===== config.mk =====
export PLATFORM = sky130hd
export DESIGN_NAME = pipeline_stage0_flat
export DESIGN_NICKNAME = d
export VERILOG_FILES = /design/src/rtl/pipeline_stage0_if.sv /design/src/rtl/pipeline_stage0.sv /design/src/flat_wrapper.sv
export SDC_FILE = /design/constraint.sdc
export NUM_CORES = 1
export LEC_CHECK = 0
export ABC_CLOCK_PERIOD_IN_PS = 4900
export CAP_MARGIN = 20
export CORE_ASPECT_RATIO = 0.5
export CORE_MARGIN = 2
export CORE_UTILIZATION = 49
export DETAILED_ROUTE_END_ITERATION = 10
export GPL_TIMING_DRIVEN = 0
export HOLD_SLACK_MARGIN = 0.05
export PLACE_DENSITY = 0.9
export SKIP_LAST_GASP = 1
export SLEW_MARGIN = 20
export SYNTH_ARGS = -nofsm -noshare
export SYNTH_HDL_FRONTEND = slang
export SYNTH_SLANG_ARGS = --single-unit

===== constraint.sdc =====
create_clock -name clk -period 4.9 [get_ports clk]
set_input_delay 1.225 -clock clk [delete_from_list [all_inputs] [get_ports clk]]
set_output_delay 1.225 -clock clk [all_outputs]
set_load 0.03 [all_outputs]

===== src/rtl/pipeline_stage0_if.sv =====
// Fetch-stage bus bundle: redirect controls, program-memory port and stage outputs.
// No storage of its own; purely a set of wires shared between stage0 and its environment.
// master is the fetch stage; slave is the controller/memory side that drives it.
interface pipeline_stage0_if #(
  parameter int ADDR_WIDTH = 16
);
  // control inputs to the fetch stage
  logic                  bus_request;
  logic                  fetch_suppress;
  logic                  pc_load;
  logic                  ra_load;
  logic                  pcra_flip;
  logic [ADDR_WIDTH-1:0] load_value;

  // program memory port
  logic [7:0]            mem_data;
  logic [ADDR_WIDTH-1:0] mem_addr;
  logic                  mem_rd;

  // stage outputs
  logic [7:0]            instruction;
  logic [7:0]            operand;
  logic                  operand_valid;
  logic                  flag_pcraflip;
  logic [ADDR_WIDTH-1:0] pc;
  logic [ADDR_WIDTH-1:0] ra;

  modport master (
    input  bus_request, fetch_suppress, pc_load, ra_load, pcra_flip, load_value,
    input  mem_data,
    output mem_addr, mem_rd,
    output instruction, operand, operand_valid, flag_pcraflip, pc, ra
  );

  modport slave (
    output bus_request, fetch_suppress, pc_load, ra_load, pcra_flip, load_value,
    output mem_data,
    input  mem_addr, mem_rd,
    input  instruction, operand, operand_valid, flag_pcraflip, pc, ra
  );
endinterface


===== src/rtl/pipeline_stage0.sv =====
// Instruction fetch: owns PC/RA, drives program-memory address, registers opcode or operand byte.
// Latency: byte at address A appears on instruction one rising edge after PC = A; redirects cost one bubble.
// Backpressure: bus_request stalls fetch (HOLD) with no byte lost; bubbles (0x00) are emitted while stalled.
module pipeline_stage0 #(
  parameter int                    ADDR_WIDTH   = 16,
  parameter logic [ADDR_WIDTH-1:0] RESET_VECTOR = '0
) (
  input  logic                  clk,
  input  logic                  reset_n,
  pipeline_stage0_if.master     bus
);

  typedef enum logic [1:0] {
    ST_BOOT = 2'd0,
    ST_RUN  = 2'd1,
    ST_HOLD = 2'd2
  } state_e;

  localparam logic [ADDR_WIDTH-1:0] PC_ONE = {{(ADDR_WIDTH-1){1'b0}}, 1'b1};
  localparam logic [7:0]            NOP    = 8'h00;

  state_e                state_q, state_d;
  logic [ADDR_WIDTH-1:0] pc_q, pc_d;
  logic [ADDR_WIDTH-1:0] ra_q, ra_d;
  logic [7:0]            instr_q, instr_d;
  logic [7:0]            operand_q, operand_d;
  logic                  opv_q, opv_d;
  logic                  flag_q, flag_d;

  // Sequential PC+1; wraps modulo 2^ADDR_WIDTH by construction.
  logic [ADDR_WIDTH-1:0] pc_plus1;
  assign pc_plus1 = pc_q + PC_ONE;

  // A flip only takes effect when no jump is requested in the same cycle.
  logic flip_take;
  assign flip_take = bus.pcra_flip && !bus.pc_load;

  // Next-state for FSM and datapath; instruction defaults to a bubble every cycle.
  always_comb begin
    state_d   = state_q;
    pc_d      = pc_q;
    ra_d      = ra_q;
    instr_d   = NOP;
    operand_d = operand_q;
    opv_d     = 1'b0;
    flag_d    = flag_q;

    case (state_q)
      ST_BOOT: begin
        // PC holds so the reset-vector byte is fetched on the first RUN edge.
        state_d = bus.bus_request ? ST_HOLD : ST_RUN;
      end

      ST_HOLD: begin
        // Bus belongs to the external master; everything freezes.
        if (!bus.bus_request) begin
          state_d = ST_RUN;
        end
      end

      ST_RUN: begin
        if (bus.bus_request) begin
          // Stall entry: the byte at PC is not consumed, so nothing is lost.
          state_d = ST_HOLD;
        end else begin
          if (bus.pc_load) begin
            pc_d = bus.load_value;
          end else if (bus.pcra_flip) begin
            pc_d   = ra_q;
            flag_d = ~flag_q;
          end else begin
            pc_d = pc_plus1;
            if (bus.fetch_suppress) begin
              operand_d = bus.mem_data;
              opv_d     = 1'b1;
            end else begin
              instr_d = bus.mem_data;
            end
          end

          // The flip's return address outranks an explicit RA load.
          if (flip_take) begin
            ra_d = pc_plus1;
          end else if (bus.ra_load) begin
            ra_d = bus.load_value;
          end
        end
      end

      default: begin
        state_d = ST_BOOT;
      end
    endcase
  end

  // All state registers; reset discards any in-flight stall or redirect at once.
  always_ff @(posedge clk or negedge reset_n) begin
    if (!reset_n) begin
      state_q   <= ST_BOOT;
      pc_q      <= RESET_VECTOR;
      ra_q      <= '0;
      instr_q   <= NOP;
      operand_q <= 8'h00;
      opv_q     <= 1'b0;
      flag_q    <= 1'b0;
    end else begin
      state_q   <= state_d;
      pc_q      <= pc_d;
      ra_q      <= ra_d;
      instr_q   <= instr_d;
      operand_q <= operand_d;
      opv_q     <= opv_d;
      flag_q    <= flag_d;
    end
  end

  // Memory is addressed straight from PC; reads are active outside HOLD.
  assign bus.mem_addr      = pc_q;
  assign bus.mem_rd        = (state_q != ST_HOLD);
  assign bus.instruction   = instr_q;
  assign bus.operand       = operand_q;
  assign bus.operand_valid = opv_q;
  assign bus.flag_pcraflip = flag_q;
  assign bus.pc            = pc_q;
  assign bus.ra            = ra_q;

endmodule

===== src/flat_wrapper.sv =====
// flat-port wrapper written by rule: the top's interface ports become plain ports
module pipeline_stage0_flat 
#(
  parameter int                    ADDR_WIDTH   = 16,
  parameter logic [ADDR_WIDTH-1:0] RESET_VECTOR = '0
)
  (clk, reset_n, bus_bus_request, bus_fetch_suppress, bus_pc_load, bus_ra_load, bus_pcra_flip, bus_load_value, bus_mem_data, bus_mem_addr, bus_mem_rd, bus_instruction, bus_operand, bus_operand_valid, bus_flag_pcraflip, bus_pc, bus_ra);
  pipeline_stage0_if #(.ADDR_WIDTH(ADDR_WIDTH)) bus_i ();
  input  logic clk;
  input  logic reset_n;
  input wire logic [$bits(bus_i.bus_request)-1:0] bus_bus_request;
  input wire logic [$bits(bus_i.fetch_suppress)-1:0] bus_fetch_suppress;
  input wire logic [$bits(bus_i.pc_load)-1:0] bus_pc_load;
  input wire logic [$bits(bus_i.ra_load)-1:0] bus_ra_load;
  input wire logic [$bits(bus_i.pcra_flip)-1:0] bus_pcra_flip;
  input wire logic [$bits(bus_i.load_value)-1:0] bus_load_value;
  input wire logic [$bits(bus_i.mem_data)-1:0] bus_mem_data;
  output wire logic [$bits(bus_i.mem_addr)-1:0] bus_mem_addr;
  output wire logic [$bits(bus_i.mem_rd)-1:0] bus_mem_rd;
  output wire logic [$bits(bus_i.instruction)-1:0] bus_instruction;
  output wire logic [$bits(bus_i.operand)-1:0] bus_operand;
  output wire logic [$bits(bus_i.operand_valid)-1:0] bus_operand_valid;
  output wire logic [$bits(bus_i.flag_pcraflip)-1:0] bus_flag_pcraflip;
  output wire logic [$bits(bus_i.pc)-1:0] bus_pc;
  output wire logic [$bits(bus_i.ra)-1:0] bus_ra;
  assign bus_i.bus_request = bus_bus_request;
  assign bus_i.fetch_suppress = bus_fetch_suppress;
  assign bus_i.pc_load = bus_pc_load;
  assign bus_i.ra_load = bus_ra_load;
  assign bus_i.pcra_flip = bus_pcra_flip;
  assign bus_i.load_value = bus_load_value;
  assign bus_i.mem_data = bus_mem_data;
  assign bus_mem_addr = bus_i.mem_addr;
  assign bus_mem_rd = bus_i.mem_rd;
  assign bus_instruction = bus_i.instruction;
  assign bus_operand = bus_i.operand;
  assign bus_operand_valid = bus_i.operand_valid;
  assign bus_flag_pcraflip = bus_i.flag_pcraflip;
  assign bus_pc = bus_i.pc;
  assign bus_ra = bus_i.ra;
  pipeline_stage0 #(.ADDR_WIDTH(ADDR_WIDTH), .RESET_VECTOR(RESET_VECTOR)) u_core (.clk(clk), .reset_n(reset_n), .bus(bus_i));
endmodule

==> results.txt <==
* TritonCTS Buffers: 5
- Clock tree from TritonCTS: done
- Placement-stage worst setup slack: 1697 ps
- Among all flip-flop cells after synthesis, the most frequent one is sky130_fd_sc_hd__dfrtp_1.
* Hold buffer count at cts: 0
* Max Freq: 336.4 MHz
* Ys Warns: 0
- Clock edge transition at the registers on the reported setup and hold paths: 70 ps
- After detailed routing, the number of remaining DRC violations is 0.
- Proportion of power drawn by the clock network: 22.1%
* I/O Pins: 98
* Maximum vdd drop: 0.2542 mV
* RSZ-0062 raised after global routing: false
- Synthesis produced a netlist with a net count of 322.
* Total count of max-transition violations in the final report: 0
- Kind of start point of the critical path: input port
- Worst Setup Slack, final: 1927 ps
- Area share of the largest cell type after synthesis: 45.90%
- Detail Route Antenna Nets: 0
- Sequential-to-total area share from yosys stat: 45.90%
- Synthesis inferred 52 register bits.
* Critical-path cell with the highest stage delay: sky130_fd_sc_hd__clkdlybuf4s50_1
* Setup-failing EPs final: 0
* GR Overflow Total: 0
* Ant diodes: 0
- WP data required: 5070 ps
- Data arrival time of the critical path: 3140 ps
- Area contributors post-synth: sky130_fd_sc_hd__dfrtp_1, sky130_fd_sc_hd__buf_4, sky130_fd_sc_hd__xnor2_1
- The critical path is of the in -> reg type.
- The number of setup buffers added after CTS is 0.
- Placement row count: 19
* Final period demand of the worst path: 2973 ps
- The clock tree synthesis step divided the H-tree into 2 levels.
* Max-cap violations: 0
- Pin count of the biggest net entering global routing: 53
- In this run, post-CTS repair resized a total of 0 instances.
- Post-synthesis instance area: 0.002835 mm^2
- Sequential share of power: 33.5%
* Wire length after detailed routing: 8451 um
- The die covers 0.006447 mm^2.
* Longest Clk Path Bufs: 2
- For this design the static power due to leakage is 0.001683 uW.
* Fraction of synthesis flops using an asynchronous set or reset pin: 100.0%
- The tree built by TritonCTS fans out to 52 sinks.
* First-pass GRT wire length: 13,530 um
- Summed over all nets, the switching power comes to 725.4 uW.
- The initial utilization of the core area, before any placement, comes to 51.19%.
* Number of enable flip-flop cells after synthesis: 0
* Share of total power consumed by net switching: 38.70%
- Wire length per cell: 18.06 um
- In this design, the stage delay of the slowest critical-path cell is 450 ps.
- Period utilization: 60.67%
* Core Box Area: 0.005539 mm^2
- Mean area per synthesized cell: 9.777 um^2
- Count of placed standard cells including taps: 460
* CTS root buffer: sky130_fd_sc_hd__clkbuf_16
- After legalization and detailed placement, the total HPWL measured 5960 um.
- Across all register-to-register paths, the minimum setup slack is 2840 ps.
* Number of antenna violations at the first check in global routing: 0
- The via count of the first global-routing pass is 2,791.
- Number of hold-slack violations in the final timing report: 0
- Syn-to-layout area delta: 43.65%
* Class of the tightest hold or removal check: reg -> reg
- In the final design database the tool counted 426 nets.
- Die width: 111.6 um
* Total vias in the final route: 2,817
- The count of cells in the finished layout, fillers not included, comes to 468.
* Outcome: finished clean
- Counting distinct cell types in the post-synthesis netlist gives 52.
- Power spread over the standard cell area amounts to 460.3 mW/mm^2.
- Internal portion of total power: 1149 uW
- Skew final: 10.40 ps
* Die Height: 57.79 um
* Critical path, cell by cell: clkdlybuf4s50_1 > nor3b_1 > buf_2 > o21ai_1 > clkbuf_1 > nand2_1 > o211ai_1
- Maximum fanout count along the critical path: 10
- Worst Tran Pin Value: 648.5 ps
* Via density per instance: 6.019
- Routability-driven placement finished with a final weighted congestion of 0.8882.
- The pre-antenna-repair detailed-routing pass consisted of 7 iterations.
* Insertion delay of the later-clocked pin in the worst-skew pair: 290 ps
- In the synthesized netlist, the number of instances is 290.
- Measured against its own limit, the worst slew margin works out to 56.77%.
* Overall routing resource usage: 26.62%
* Combinational fraction of design power: 44.4%
- Input and output buffers added on the ports amount to 97.
- Starting DRT DRC Count: 309
* Kind of end point of the critical path: flip-flop
- Cell taking the most area after synthesis: sky130_fd_sc_hd__dfrtp_1
- After routing, the total negative slack on setup checks comes to 0 ps.
* Layout cell share with drive strength beyond 1: 13.42%
[kinds of logic (layout without fill, tap and decap cells)]
family | after synthesis | in the layout | synth area share [%]
buffers and inverters | 43 | 148 | 8.429
XOR/XNOR | 12 | 12 | 3.707
adder cells (fa/ha/maj) | 1 | 1 | 0.4412
flip-flops | 52 | 52 | 45.90
AO/OA/AOI/OAI | 79 | 79 | 18.76
AND/OR/NAND/NOR | 92 | 92 | 18.54
multiplexers | 11 | 11 | 4.236
[area by class of cell]
cell class	instances	area (um^2)
plain buffers	36	212.7
clock buffers	6	138.9
clock inverters	2	38.79
fillers	398	1466
inverters	7	26.28
multi-input cells	195	1295
flip-flops and latches	52	1301
well taps	73	91.34
repair buffers	97	968.4
[through the flow]
stage,hold slack (ps),utilization (%),cell area [um^2],total power (uW)
after floorplan,450.5,-,2835,1101
after global placement,467.3,70.36,3897,1427
after detailed placement,466.9,70.32,3895,1456
after CTS,488.5,73.53,4073,1876
after global routing,496.8,73.53,4073,1949
final,492.0,73.53,4073,1875
[layer usage]
layer	GRT usage [%]	vias to the layer above	share of wire [%]	wire length (um)
li1	-	1245	-	-
met1	33.47	1342	39	3258
met2	45.64	190	49	4183
met3	6.172	40	9.0	764
met4	11.11	0	2.9	244
met5	0	-	0	0
[registers in the layout, summed over array words and instances, names as in the netlist]
name and flops:
u_core.bus.mem_addr 16, u_core.bus.ra 16, u_core.bus.instruction 8, u_core.bus.operand 8
u_core.state_q 2, u_core.bus.flag_pcraflip 1, u_core.bus.operand_valid 1
[path summary, 6_finish.rpt]
kind,depth (start not counted),end,startpoint
setup / recovery,7,u_core.bus.ra[8]$_DFFE_PN0P_,bus_bus_request
hold / removal,1,u_core.bus.flag_pcraflip$_DFFE_PN0P_,u_core.bus.flag_pcraflip$_DFFE_PN0P_
setup reg to reg,5,u_core.bus.mem_addr[14]$_DFFE_PN0P_,u_core.bus.mem_addr[0]$_DFFE_PN0P_
hold reg to reg,1,u_core.bus.flag_pcraflip$_DFFE_PN0P_,u_core.bus.flag_pcraflip$_DFFE_PN0P_
max in group asynchronous,1,u_core.bus.mem_addr[3]$_DFFE_PN0P_,reset_n
min in group asynchronous,1,u_core.bus.instruction[5]$_DFF_PN0_,reset_n
[worst max-delay path, delay by kind of cell]
| kind | cells | cell delay [ps] |
|---|---|---|
| buf+inv | 3 | 1070 |
| simple gates | 2 | 560 |
| compound gates | 2 | 270 |
[synthesized netlist by cell type, types with 3 or more instances]
master,count
sky130_fd_sc_hd__dfrtp_1,52
sky130_fd_sc_hd__nand2_1,21
sky130_fd_sc_hd__buf_4,18
sky130_fd_sc_hd__nor2_1,18
sky130_fd_sc_hd__o21ai_0,18
sky130_fd_sc_hd__a21oi_1,12
sky130_fd_sc_hd__xnor2_1,11
sky130_fd_sc_hd__clkbuf_1,9
sky130_fd_sc_hd__and2_1,8
sky130_fd_sc_hd__buf_2,8
sky130_fd_sc_hd__nand3_1,8
sky130_fd_sc_hd__nor3_1,8
sky130_fd_sc_hd__inv_1,7
sky130_fd_sc_hd__a222oi_1,6
sky130_fd_sc_hd__a22oi_1,6
sky130_fd_sc_hd__mux2_2,6
sky130_fd_sc_hd__o2bb2ai_1,6
sky130_fd_sc_hd__o21ai_1,5
sky130_fd_sc_hd__o22ai_1,5
sky130_fd_sc_hd__a31oi_1,3
sky130_fd_sc_hd__and3_1,3
sky130_fd_sc_hd__mux2i_1,3
sky130_fd_sc_hd__nand4_2,3
sky130_fd_sc_hd__nor3b_1,3
sky130_fd_sc_hd__nor4_2,3
sky130_fd_sc_hd__o211ai_1,3
sky130_fd_sc_hd__or3_1,3
[cells in the final DEF (no fill, tap or decap), types with 2 or more instances in the layout]
cell type / count
sky130_fd_sc_hd__clkdlybuf4s50_1: 96
sky130_fd_sc_hd__dfrtp_1: 52
sky130_fd_sc_hd__nand2_1: 21
sky130_fd_sc_hd__buf_4: 19
sky130_fd_sc_hd__nor2_1: 18
sky130_fd_sc_hd__o21ai_0: 18
sky130_fd_sc_hd__a21oi_1: 12
sky130_fd_sc_hd__xnor2_1: 11
sky130_fd_sc_hd__clkbuf_1: 9
sky130_fd_sc_hd__buf_2: 8
sky130_fd_sc_hd__and2_1: 8
sky130_fd_sc_hd__nand3_1: 8
sky130_fd_sc_hd__nor3_1: 8
sky130_fd_sc_hd__inv_1: 7
sky130_fd_sc_hd__mux2_2: 6
sky130_fd_sc_hd__a22oi_1: 6
sky130_fd_sc_hd__a222oi_1: 6
sky130_fd_sc_hd__o2bb2ai_1: 6
sky130_fd_sc_hd__o22ai_1: 5
sky130_fd_sc_hd__o21ai_1: 5
sky130_fd_sc_hd__clkbuf_16: 5
sky130_fd_sc_hd__nor3b_1: 3
sky130_fd_sc_hd__nand4_2: 3
sky130_fd_sc_hd__nor4_2: 3
sky130_fd_sc_hd__a31oi_1: 3
sky130_fd_sc_hd__or3_1: 3
sky130_fd_sc_hd__and3_1: 3
sky130_fd_sc_hd__o211ai_1: 3
sky130_fd_sc_hd__mux2i_1: 3
sky130_fd_sc_hd__nand2b_1: 2
sky130_fd_sc_hd__nand3_2: 2
sky130_fd_sc_hd__mux2_1: 2
sky130_fd_sc_hd__nor2b_1: 2
sky130_fd_sc_hd__o21a_1: 2
sky130_fd_sc_hd__nand4b_1: 2
sky130_fd_sc_hd__o221ai_1: 2
sky130_fd_sc_hd__o31ai_1: 2
sky130_fd_sc_hd__a22o_1: 2
[power groups by stage]
stage               logic [uW]  clock network, uW  registers [uW]
finish                     832                414             628
global route               873                438             639
CTS                        832                419             625
detailed placement         826                  0             630
global placement           805                  0             622
floorplan                  313                  0             788
(Power assumes the default switching activity.)
